--- src/rtl/uart_pkg.sv ---
// Shared UART definitions: byte width and the TX launch sequencer states.
// No logic; imported by the FIFO, its interface and the launch sequencer.
package uart_pkg;

  localparam int DATA_W = 8;

  typedef enum logic [1:0] {
    IDLE  = 2'd0,
    START = 2'd1,
    SEND  = 2'd2
  } tx_fifo_state_t;

endpackage

--- src/rtl/uart_tx_fifo_if.sv ---
// Byte-producer write port plus the level start/busy handshake towards uart_tx.
// master = producer/transmitter side, slave = uart_tx_fifo.
interface uart_tx_fifo_if
  import uart_pkg::*;
#(
  parameter int DEPTH = 16
);
  localparam int ADDR_W = $clog2(DEPTH);

  logic [DATA_W-1:0] wr_data;
  logic              wr_valid;
  logic              flush;
  logic              tx_busy;
  logic              tx_start;
  logic [DATA_W-1:0] tx_data;
  logic [ADDR_W:0]   count;
  logic              full;
  logic              empty;
  logic              overflow;

  modport master (
    output wr_data, wr_valid, flush, tx_busy,
    input  tx_start, tx_data, count, full, empty, overflow
  );

  modport slave (
    input  wr_data, wr_valid, flush, tx_busy,
    output tx_start, tx_data, count, full, empty, overflow
  );

endinterface

--- src/rtl/byte_fifo.sv ---
// DEPTH-entry byte FIFO in registers; count/full/empty valid the cycle after a push/pop.
// Writes while full are ignored; flush clears pointers and count and wins over a write.
module byte_fifo
  import uart_pkg::*;
#(
  parameter int DEPTH  = 16,
  parameter int ADDR_W = $clog2(DEPTH)
) (
  input  logic              clk_i,
  input  logic              rst_ni,
  input  logic              flush_i,
  input  logic              wr_valid_i,
  input  logic [DATA_W-1:0] wr_data_i,
  input  logic              pop_i,
  output logic [DATA_W-1:0] rd_data_o,
  output logic [ADDR_W:0]   count_o,
  output logic              full_o,
  output logic              empty_o
);

  localparam logic [ADDR_W:0] FULL_CNT = (ADDR_W + 1)'(DEPTH);

  logic [DATA_W-1:0] mem_q [DEPTH];
  logic [ADDR_W-1:0] wr_ptr_q, wr_ptr_d;
  logic [ADDR_W-1:0] rd_ptr_q, rd_ptr_d;
  logic [ADDR_W:0]   count_q, count_d;
  logic              push;
  logic              pop;

  assign full_o    = (count_q == FULL_CNT);
  assign empty_o   = (count_q == '0);
  assign count_o   = count_q;
  assign rd_data_o = mem_q[rd_ptr_q];

  // full is the pre-pop state, so a write at full is lost even if a pop frees a slot
  assign push = wr_valid_i && !full_o && !flush_i;
  assign pop  = pop_i && !empty_o && !flush_i;

  always_comb begin
    wr_ptr_d = wr_ptr_q;
    rd_ptr_d = rd_ptr_q;
    count_d  = count_q;
    if (flush_i) begin
      wr_ptr_d = '0;
      rd_ptr_d = '0;
      count_d  = '0;
    end else begin
      if (push) wr_ptr_d = wr_ptr_q + ADDR_W'(1);
      if (pop)  rd_ptr_d = rd_ptr_q + ADDR_W'(1);
      case ({push, pop})
        2'b10:   count_d = count_q + (ADDR_W + 1)'(1);
        2'b01:   count_d = count_q - (ADDR_W + 1)'(1);
        default: count_d = count_q;
      endcase
    end
  end

  always_ff @(posedge clk_i or negedge rst_ni) begin
    if (!rst_ni) begin
      wr_ptr_q <= '0;
      rd_ptr_q <= '0;
      count_q  <= '0;
    end else begin
      wr_ptr_q <= wr_ptr_d;
      rd_ptr_q <= rd_ptr_d;
      count_q  <= count_d;
    end
  end

  always_ff @(posedge clk_i) begin
    if (push) mem_q[wr_ptr_q] <= wr_data_i;
  end

endmodule

--- src/rtl/uart_tx_fifo.sv ---
// Queues bytes and launches them into uart_tx one at a time; tx_start rises 2 cycles after a write when idle.
// Drops writes while full (overflow pulse next cycle); waits on tx_busy between bytes.
module uart_tx_fifo
  import uart_pkg::*;
#(
  parameter int DEPTH  = 16,
  parameter int ADDR_W = $clog2(DEPTH)
) (
  input  logic        clk_i,
  input  logic        rst_ni,
  uart_tx_fifo_if.slave bus
);

  tx_fifo_state_t    state_q, state_d;
  logic              tx_start_q, tx_start_d;
  logic [DATA_W-1:0] tx_data_q, tx_data_d;
  logic              overflow_q, overflow_d;
  logic              pop;
  logic              launch;
  logic [DATA_W-1:0] head;
  logic [ADDR_W:0]   count;
  logic              full;
  logic              empty;

  byte_fifo #(
    .DEPTH  (DEPTH),
    .ADDR_W (ADDR_W)
  ) u_byte_fifo (
    .clk_i      (clk_i),
    .rst_ni     (rst_ni),
    .flush_i    (bus.flush),
    .wr_valid_i (bus.wr_valid),
    .wr_data_i  (bus.wr_data),
    .pop_i      (pop),
    .rd_data_o  (head),
    .count_o    (count),
    .full_o     (full),
    .empty_o    (empty)
  );

  // flush blocks new launches but never aborts a byte already handed over
  assign launch = (state_q == IDLE) && !empty && !bus.tx_busy && !bus.flush;

  always_ff @(posedge clk_i or negedge rst_ni) begin
    if (!rst_ni) state_q <= IDLE;
    else         state_q <= state_d;
  end

  always_comb begin
    state_d = state_q;
    unique case (state_q)
      IDLE:    if (launch)       state_d = START;
      START:   if (bus.tx_busy)  state_d = SEND;
      SEND:    if (!bus.tx_busy) state_d = IDLE;
      default:                   state_d = IDLE;
    endcase
  end

  always_comb begin
    pop        = 1'b0;
    tx_start_d = tx_start_q;
    tx_data_d  = tx_data_q;
    unique case (state_q)
      IDLE: begin
        if (launch) begin
          pop        = 1'b1;
          tx_start_d = 1'b1;
          tx_data_d  = head;
        end
      end
      START:   if (bus.tx_busy) tx_start_d = 1'b0;
      default: tx_start_d = 1'b0;
    endcase
  end

  assign overflow_d = bus.wr_valid && full && !bus.flush;

  always_ff @(posedge clk_i or negedge rst_ni) begin
    if (!rst_ni) begin
      tx_start_q <= 1'b0;
      tx_data_q  <= '0;
      overflow_q <= 1'b0;
    end else begin
      tx_start_q <= tx_start_d;
      tx_data_q  <= tx_data_d;
      overflow_q <= overflow_d;
    end
  end

  assign bus.tx_start = tx_start_q;
  assign bus.tx_data  = tx_data_q;
  assign bus.overflow = overflow_q;
  assign bus.count    = count;
  assign bus.full     = full;
  assign bus.empty    = empty;

endmodule

--- src/flat_wrapper.sv ---
// flat-port wrapper written by rule: the top's interface ports become plain ports
module uart_tx_fifo_flat import uart_pkg::*;
#(
  parameter int DEPTH  = 16,
  parameter int ADDR_W = $clog2(DEPTH)
)
  (clk_i, rst_ni, bus_wr_data, bus_wr_valid, bus_flush, bus_tx_busy, bus_tx_start, bus_tx_data, bus_count, bus_full, bus_empty, bus_overflow);
  uart_tx_fifo_if #(.DEPTH(DEPTH)) bus_i ();
  input  logic clk_i;
  input  logic rst_ni;
  input wire logic [$bits(bus_i.wr_data)-1:0] bus_wr_data;
  input wire logic [$bits(bus_i.wr_valid)-1:0] bus_wr_valid;
  input wire logic [$bits(bus_i.flush)-1:0] bus_flush;
  input wire logic [$bits(bus_i.tx_busy)-1:0] bus_tx_busy;
  output wire logic [$bits(bus_i.tx_start)-1:0] bus_tx_start;
  output wire logic [$bits(bus_i.tx_data)-1:0] bus_tx_data;
  output wire logic [$bits(bus_i.count)-1:0] bus_count;
  output wire logic [$bits(bus_i.full)-1:0] bus_full;
  output wire logic [$bits(bus_i.empty)-1:0] bus_empty;
  output wire logic [$bits(bus_i.overflow)-1:0] bus_overflow;
  assign bus_i.wr_data = bus_wr_data;
  assign bus_i.wr_valid = bus_wr_valid;
  assign bus_i.flush = bus_flush;
  assign bus_i.tx_busy = bus_tx_busy;
  assign bus_tx_start = bus_i.tx_start;
  assign bus_tx_data = bus_i.tx_data;
  assign bus_count = bus_i.count;
  assign bus_full = bus_i.full;
  assign bus_empty = bus_i.empty;
  assign bus_overflow = bus_i.overflow;
  uart_tx_fifo #(.DEPTH(DEPTH), .ADDR_W(ADDR_W)) u_core (.clk_i(clk_i), .rst_ni(rst_ni), .bus(bus_i));
endmodule
--- config.mk ---
export PLATFORM = sky130hd
export DESIGN_NAME = uart_tx_fifo_flat
export DESIGN_NICKNAME = d
export VERILOG_FILES = /design/src/rtl/uart_pkg.sv /design/src/rtl/uart_tx_fifo_if.sv /design/src/rtl/byte_fifo.sv /design/src/rtl/uart_tx_fifo.sv /design/src/flat_wrapper.sv
export SDC_FILE = /design/constraint.sdc
export NUM_CORES = 1
export LEC_CHECK = 0
export ABC_AREA = 1
export CAP_MARGIN = 30
export CORE_UTILIZATION = 55
export CTS_BUF_LIST = sky130_fd_sc_hd__clkbuf_8
export DETAILED_ROUTE_END_ITERATION = 12
export DONT_BUFFER_PORTS = 1
export PLACE_DENSITY = 0.7
export SYNTH_ARGS = -nofsm -noshare
export SYNTH_HDL_FRONTEND = slang
export SYNTH_HIERARCHICAL = 1
export SYNTH_SLANG_ARGS = --single-unit
--- constraint.sdc ---
create_clock -name clk_i -period 3.05 [get_ports clk_i]
set_clock_uncertainty 0.2 [all_clocks]
set_input_delay 0.7625 -clock clk_i [delete_from_list [all_inputs] [get_ports clk_i]]
set_output_delay 0.7625 -clock clk_i [all_outputs]
set_load 0.02 [all_outputs]
==> impl_metrics.yaml, run 1 <==
synth:
  synth_xor_area_share_pct: 0.270
  synth_top_family_by_area: "simple AND/OR/NAND/NOR gates"
  synth-simple-area-share_pct: 16.7
  synth_cell_types: 33
  syn-instance-count: 550
  yosysSeqAreaShare_pct: 68.8
  synth-seq-cells: 153
  synth-compound-area-share_pct: 8.63
  syn_area_per_cell_um2: 11.8
  yosys.area_share.adder_pct: 1.85
  synth_nets: 572
  yosys_warnings: 6
  syn_area_um2: 6490
  synthMuxAreaShare_pct: 0
sta:
  rsz0062_at_grt: "false"
  worstMarginPinSlew_ps: 772
  relSlewSlack_pct: 48.3
  layout_min_cycle_time_ps: 2820
  fin_setup_tns_ps: 0
  hold_violations: 0
  maxSlewViolCount: 0
  fmax_mhz: 354
  period_share_pct: 92.6
  setup_violations: 0
placement:
  dp_hpwl_um: 8880
  dp.cells: 693
  portBuffers: 0
  routabilityCongestion: 0.870
power:
  p_seq_share_pct: 52.6
  p_comb_share_pct: 12.1
  cellLeakagePower_nw: 2.69
  power_density_nw_per_um2: 657
  clockPowerShare_pct: 35.3
  vdd_drop_max_mv: 0.436
  sw_frac_of_total_pct: 26.4
  power.switching_mw: 1.25
  p_int_mw: 3.49
cts:
  htreeDepth: 4
  clock_path_buffers: 2
  cts_made_buffers: 17
  cts-root-buf: "clkbuf_8"
  post_cts_buffers: 0
  clk_latency_ps: 440
  cts_tree: "done"
  clk_pin_slew_worst_paths_ps: 70
  cts_num_sinks: 153
global_routing:
  grtUsageTotal_pct: 23.7
  grt_overflow: 0
  use_met1_pct: 30.3
  grt_pass1_wl_um: 21200
  grt_util_met2_pct: 39.6
  grt_max_degree: 49
  grtUsageMet3_pct: 4.16
  grt_antenna_before_repair: 0
  grt-busiest-layer: "met2"
  grt_pass1_vias: 3957
worst_hold_path:
  min_path_cells: 1
  min_from: "bus_flush"
  min_path_type: "in2reg"
  whs_endpoint: "u_core/bus.overflow"
floorplan:
  dieArea_um2: 12200
  io_pins: 30
  core_area_um2: 11500
  die_w_um: 111
  die_h_um: 111
  start_util_pct: 56.6
  rows: 39
drt:
  route.detailed.drc: 0
  drt_wl_total_um: 13900
  postRouteAntennaNets: 0
  wl_per_cell_um: 19.1
  first_pass_iters: 5
  vias: 4133
  drt_iter0_drc: 299
  avgViaCountPerCell: 5.70
critical_path:
  required_ps: 3170
  r2r_slack_ps: 230
  startpoint_type: "register"
  path_max_fanout: 10
  worstRegToRegCells: 19
  cp-end-kind: "register"
  r2r_end: "u_core/u_byte_fifo/count_o[4]"
  crit_type: "reg2reg"
  arrival_ps: 2950
  timing.rr.start: "u_core/u_byte_fifo/count_o[0]"
flow_run:
  maxCapViolCount: 0
run_status:
  status: "complete, no violations"
final_layout:
  area_growth_pct: 11.0
  fin_nets: 593
  instances_no_fill: 725
  drive_above_1_share_pct: 14.3
  antenna_cells: 0
==> cells in the mapped netlist <==
cell / number / area share [%]
edfxtp_1: 128 / 59
nand2_1: 100 / 5.8
nor2_1: 63 / 3.6
o21ai_0: 55 / 4.2
a21oi_1: 27 / 2.1
nand3_1: 27 / 2.1
dfrtp_1: 25 / 9.6
inv_1: 23 / 1.3
nand4_1: 17 / 1.6
buf_2: 16 / 1.2
o211ai_1: 10 / 1.2
ha_1: 8 / 1.5
nand2_4: 8 / 1.4
o22ai_1: 6 / 0.58
buf_4: 4 / 0.46
inv_2: 4 / 0.23
clkbuf_1: 3 / 0.17
nand3_2: 3 / 0.46
nor2_4: 3 / 0.52
nor3_1: 3 / 0.23
o21ai_2: 3 / 0.40
inv_4: 2 / 0.19
nor2_2: 2 / 0.19
a31oi_1: 1 / 0.096
clkbuf_2: 1 / 0.077
fa_1: 1 / 0.31
nand2_2: 1 / 0.096
nand3_4: 1 / 0.27
nand3b_1: 1 / 0.12
nor2_8: 1 / 0.31
o21ai_1: 1 / 0.077
xnor2_1: 1 / 0.13
xor2_1: 1 / 0.13
==> how the worst max path moves through the flow <==
stage	startpoint	end	slack (ps)
2_1_floorplan	u_core/u_byte_fifo/count_o[4]	u_core/u_byte_fifo/count_o[4]	160
3_3_place_gp	bus_flush	u_core/u_byte_fifo/count_o[4]	250
3_5_place_dp	bus_flush	u_core/u_byte_fifo/count_o[4]	150
4_1_cts	u_core/u_byte_fifo/count_o[3]	u_core/u_byte_fifo/count_o[4]	150
5_1_grt	u_core/u_byte_fifo/count_o[3]	u_core/u_byte_fifo/count_o[4]	10
6_report	u_core/u_byte_fifo/count_o[0]	u_core/u_byte_fifo/count_o[4]	230
==> cell type report <==
| cell class | instances | area (um^2) |
|---|---|---|
| multi-input cells | 344 | 1780 |
| repair buffers | 26 | 223 |
| well taps | 143 | 179 |
| fillers | 855 | 4260 |
| flip-flops and latches | 153 | 4470 |
| inverters | 29 | 116 |
| clock inverters | 13 | 203 |
| clock buffers | 17 | 234 |
==> cell usage in the layout, fill, tap and decap left out, drive strengths merged <==
master / Yosys / final
fa: 1 / 1
nand3: 31 / 31
nor3: 3 / 3
nand2: 109 / 109
ha: 8 / 8
a21oi: 27 / 27
o211ai: 10 / 10
nand4: 17 / 17
clkbuf: 4 / 17
nor2: 69 / 69
xor2: 1 / 1
o22ai: 6 / 6
bufinv: 0 / 5
nand3b: 1 / 1
edfxtp: 128 / 128
a31oi: 1 / 1
o21ai: 59 / 59
clkinvlp: 0 / 3
clkinv: 0 / 4
inv: 29 / 30
xnor2: 1 / 1
buf: 20 / 25
dlygate4sd3: 0 / 1
dfrtp: 25 / 25
==> state kept, by name, summed over array words and instances, names as in the netlist <==
name and flops:
u_core/bus.overflow 1, u_core/state_q 2, u_core/u_byte_fifo/wr_ptr_q 4, u_core/bus.tx_start 1, u_core/u_byte_fifo/mem_q 128, u_core/bus.tx_data 8
u_core/u_byte_fifo/count_o 5, u_core/u_byte_fifo/rd_ptr_q 4
==> per-layer routing <==
| metal | routed length (um) | vias to the layer above |
|---|---|---|
| met5 | 0 | - |
| met4 | 379 | 0 |
| met3 | 725 | 27 |
| met2 | 7040 | 138 |
| met1 | 5730 | 1988 |
| li1 | - | 1980 |
==> power by group through the flow <==
stage          clock network, mW  logic [mW]  registers (mW)
2_1_floorplan                  0       0.393            2.54
3_3_place_gp                   0       0.548            2.54
3_5_place_dp                   0       0.557            2.54
4_1_cts                     1.68       0.573            2.50
5_1_grt                     1.76       0.634            2.50
6_report                    1.67       0.575            2.49
==> cell families after synthesis <==
group | count (synthesis)
simple gates | 230
flops | 153
fa+ha+maj | 9
compound gates | 103
xor+xnor | 2
buf+inv | 53
==> critical path: stages (launching register included) <==
cell      delay, ps
dfrtp_1         380
nor2_2           70
nand3_2         130
inv_1           130
nor2_8          170
nand3_4         170
inv_4           120
nand2_4          70
nor2_4          130
nand2_4          90
fa_1            400
nand3b_1        190
nand2_1          80
nand2_1          40
nand2_1          80
inv_1            40
nand2_1          60
nand2_1          50
nand2_1          60
nand2_1          50
==> stage by stage <==
stage | util, % | power [mW] | hold slack [ps] | worst slack [ps] | cell area, um^2
6_report | 62.9 | 4.74 | 190 | 226 | 7210
5_1_grt | 62.9 | 4.90 | 175 | 9.95 | 7210
4_1_cts | 62.8 | 4.75 | 174 | 148 | 7210
3_5_place_dp | 58.8 | 3.10 | 267 | 154 | 6740
3_3_place_gp | 58.8 | 3.09 | 267 | 255 | 6740
2_1_floorplan | - | 2.93 | 267 | 163 | 6490
==> timing repair <==
action / 4_1_cts / 5_1_grt
resized for setup: 0 / 2
hold buffers: 2 / 0
hold endpoints to repair: 25 / 0
setup endpoints to repair: 0 / 1
No activity file was read; power rests on OpenSTA's default activity.
==> run 2, diff against run 1 <==
--- a/config.mk
+++ b/config.mk
@@ -11,7 +11,7 @@
 export CTS_BUF_LIST = sky130_fd_sc_hd__clkbuf_8
 export DETAILED_ROUTE_END_ITERATION = 12
 export DONT_BUFFER_PORTS = 1
-export PLACE_DENSITY = 0.7
+export PLACE_DENSITY = 0.71
 export SYNTH_ARGS = -nofsm -noshare
 export SYNTH_HDL_FRONTEND = slang
 export SYNTH_HIERARCHICAL = 1
==> impl_metrics.yaml, run 2 (synthesis gave the netlist of run 1 again) <==
run_status:
  status: "complete, no violations"
placement:
  place_ws_ps: 154
  dp_hpwl_um: 9150
  portBuffers: 0
  routabilityCongestion: 0.861
worst_hold_path:
  min_from: "bus_flush"
  min_path_cells: 1
  min_path_type: "in2reg"
cts:
  clk_latency_ps: 450
  cts_tree: "done"
  clock_path_buffers: 2
  cts_made_buffers: 17
  cts-root-buf: "clkbuf_8"
  clk_pin_slew_worst_paths_ps: 70
  cts_num_sinks: 153
  post_cts_buffers: 0
  htreeDepth: 4
final_layout:
  area_growth_pct: 10.6
  nFillCells: 881
  largest_register: "u_core/u_byte_fifo/mem_q"
  antenna_cells: 0
  drive_above_1_share_pct: 14.2
  fin_nets: 597
  largest_reg_flops: 128
  final_cell_mix: "128 x edfxtp_1, 100 x nand2_1, 63 x nor2_1"
  layout.cells.most_common: "edfxtp_1"
floorplan:
  die_h_um: 111
  core_area_um2: 11500
  start_util_pct: 56.6
  die_w_um: 111
  rows: 39
  dieArea_um2: 12200
  io_pins: 30
critical_path:
  crit_path_start: "u_core/u_byte_fifo/count_o[4]"
  path_max_fanout: 10
  cp-end-kind: "register"
  startpoint_type: "register"
  r2r_slack_ps: 210
  arrival_ps: 2970
  crit_type: "reg2reg"
  cpMostUsedCell: "nand2_1"
  timing.rr.start: "u_core/u_byte_fifo/count_o[4]"
  crit_chain: "inv_1, nand3_2, inv_1, nor2_8, nand3_4, inv_2, nand2_4, nor2_4, nand2_4, fa_1, nand3b_1, nand2_1, nand2_1, nand2_1, inv_1, nand2_1, nand2_1, nand2_1, nand2_1"
  crit_path_top_delay_cell: "fa_1"
  max_stage_delay_ps: 390
  worstRegToRegCells: 19
  required_ps: 3180
drt:
  first_pass_iters: 5
  vias: 4185
  drt_wl_total_um: 13700
  wl_met3_um: 853
  wl_met1_um: 5810
  route.detailed.drc: 0
  drt_iter0_drc: 341
  wl_per_cell_um: 18.8
  dr_wl_met2_um: 6670
  avgViaCountPerCell: 5.75
  postRouteAntennaNets: 0
  top_layer_used: "met4"
sta:
  setup_violations: 0
  relSlewSlack_pct: 63.2
  period_share_pct: 93.1
  layout_min_cycle_time_ps: 2840
  maxSlewViolCount: 0
  fin_setup_tns_ps: 0
  hold_violations: 0
  rsz0062_at_grt: "false"
  worstMarginPinSlew_ps: 551
  fmax_mhz: 352
  setup_slack_ps: 210
global_routing:
  grt_overflow: 0
  grt_pass1_wl_um: 21600
  grt_pass1_vias: 4070
  grt_antenna_before_repair: 0
  grt_max_degree: 53
  grtUsageTotal_pct: 23.9
power:
  vdd_drop_max_mv: 0.515
  power_mw: 4.63
  cellLeakagePower_nw: 2.70
  power_density_nw_per_um2: 644
flow_run:
  maxCapViolCount: 0
run 2: per-layer routing:
metal / track usage (%) / up-vias
met1: 31.3 / 2031
met3: 6.40 / 30
met5: 0 / -
li1: - / 1992
met2: 37.6 / 132
met4: 11.2 / 0
run 2: repair_timing:
item	4_1_cts	5_1_grt
setup endpoints to repair	0	1
gates resized for setup	0	1
hold endpoints to repair	25	0
hold buffers	2	0
run 2: final cells by class:
type | count | area, um^2 | share of cell area (%)
inverters | 29 | 114 | 1.58
repair buffers | 30 | 240 | 3.34
multi-input cells | 344 | 1780 | 24.8
clock buffers | 17 | 234 | 3.26
flip-flops and latches | 153 | 4470 | 62.2
clock inverters | 12 | 163 | 2.26
well taps | 143 | 179 | 2.49
run 2: metrics by stage:
step	hold WS [ps]	area, um^2	util, %	instances
finish	178	7180	62.7	728
global route	142	7180	62.7	728
CTS	147	7180	62.7	728
detailed placement	267	6760	58.9	697
global placement	267	6760	58.9	697
floorplan	267	6490	-	550
run 2: final timing paths:
kind	to
worst max-delay path	u_core/u_byte_fifo/count_o[4]
worst min-delay path	u_core/bus.overflow
worst max register to register	u_core/u_byte_fifo/count_o[4]
worst min register to register	u_core/state_q[0]
max in group asynchronous	u_core/u_byte_fifo/rd_ptr_q[0]
min in group asynchronous	u_core/u_byte_fifo/rd_ptr_q[2]
run 2: power by group:
part | internal (mW) | switching [mW] | leakage (nW)
Sequential | 2.35 | 0.149 | 1.48
Clock | 0.863 | 0.693 | 0.202
Combinational | 0.173 | 0.396 | 1.02
run 2: worst max-delay path: cells and delay by family (launching register included):
kind,cells,cell delay (ps)
buffers and inverters,4,380
flip-flops,1,360
adder cells (fa/ha/maj),1,390
AND/OR/NAND/NOR,14,1410
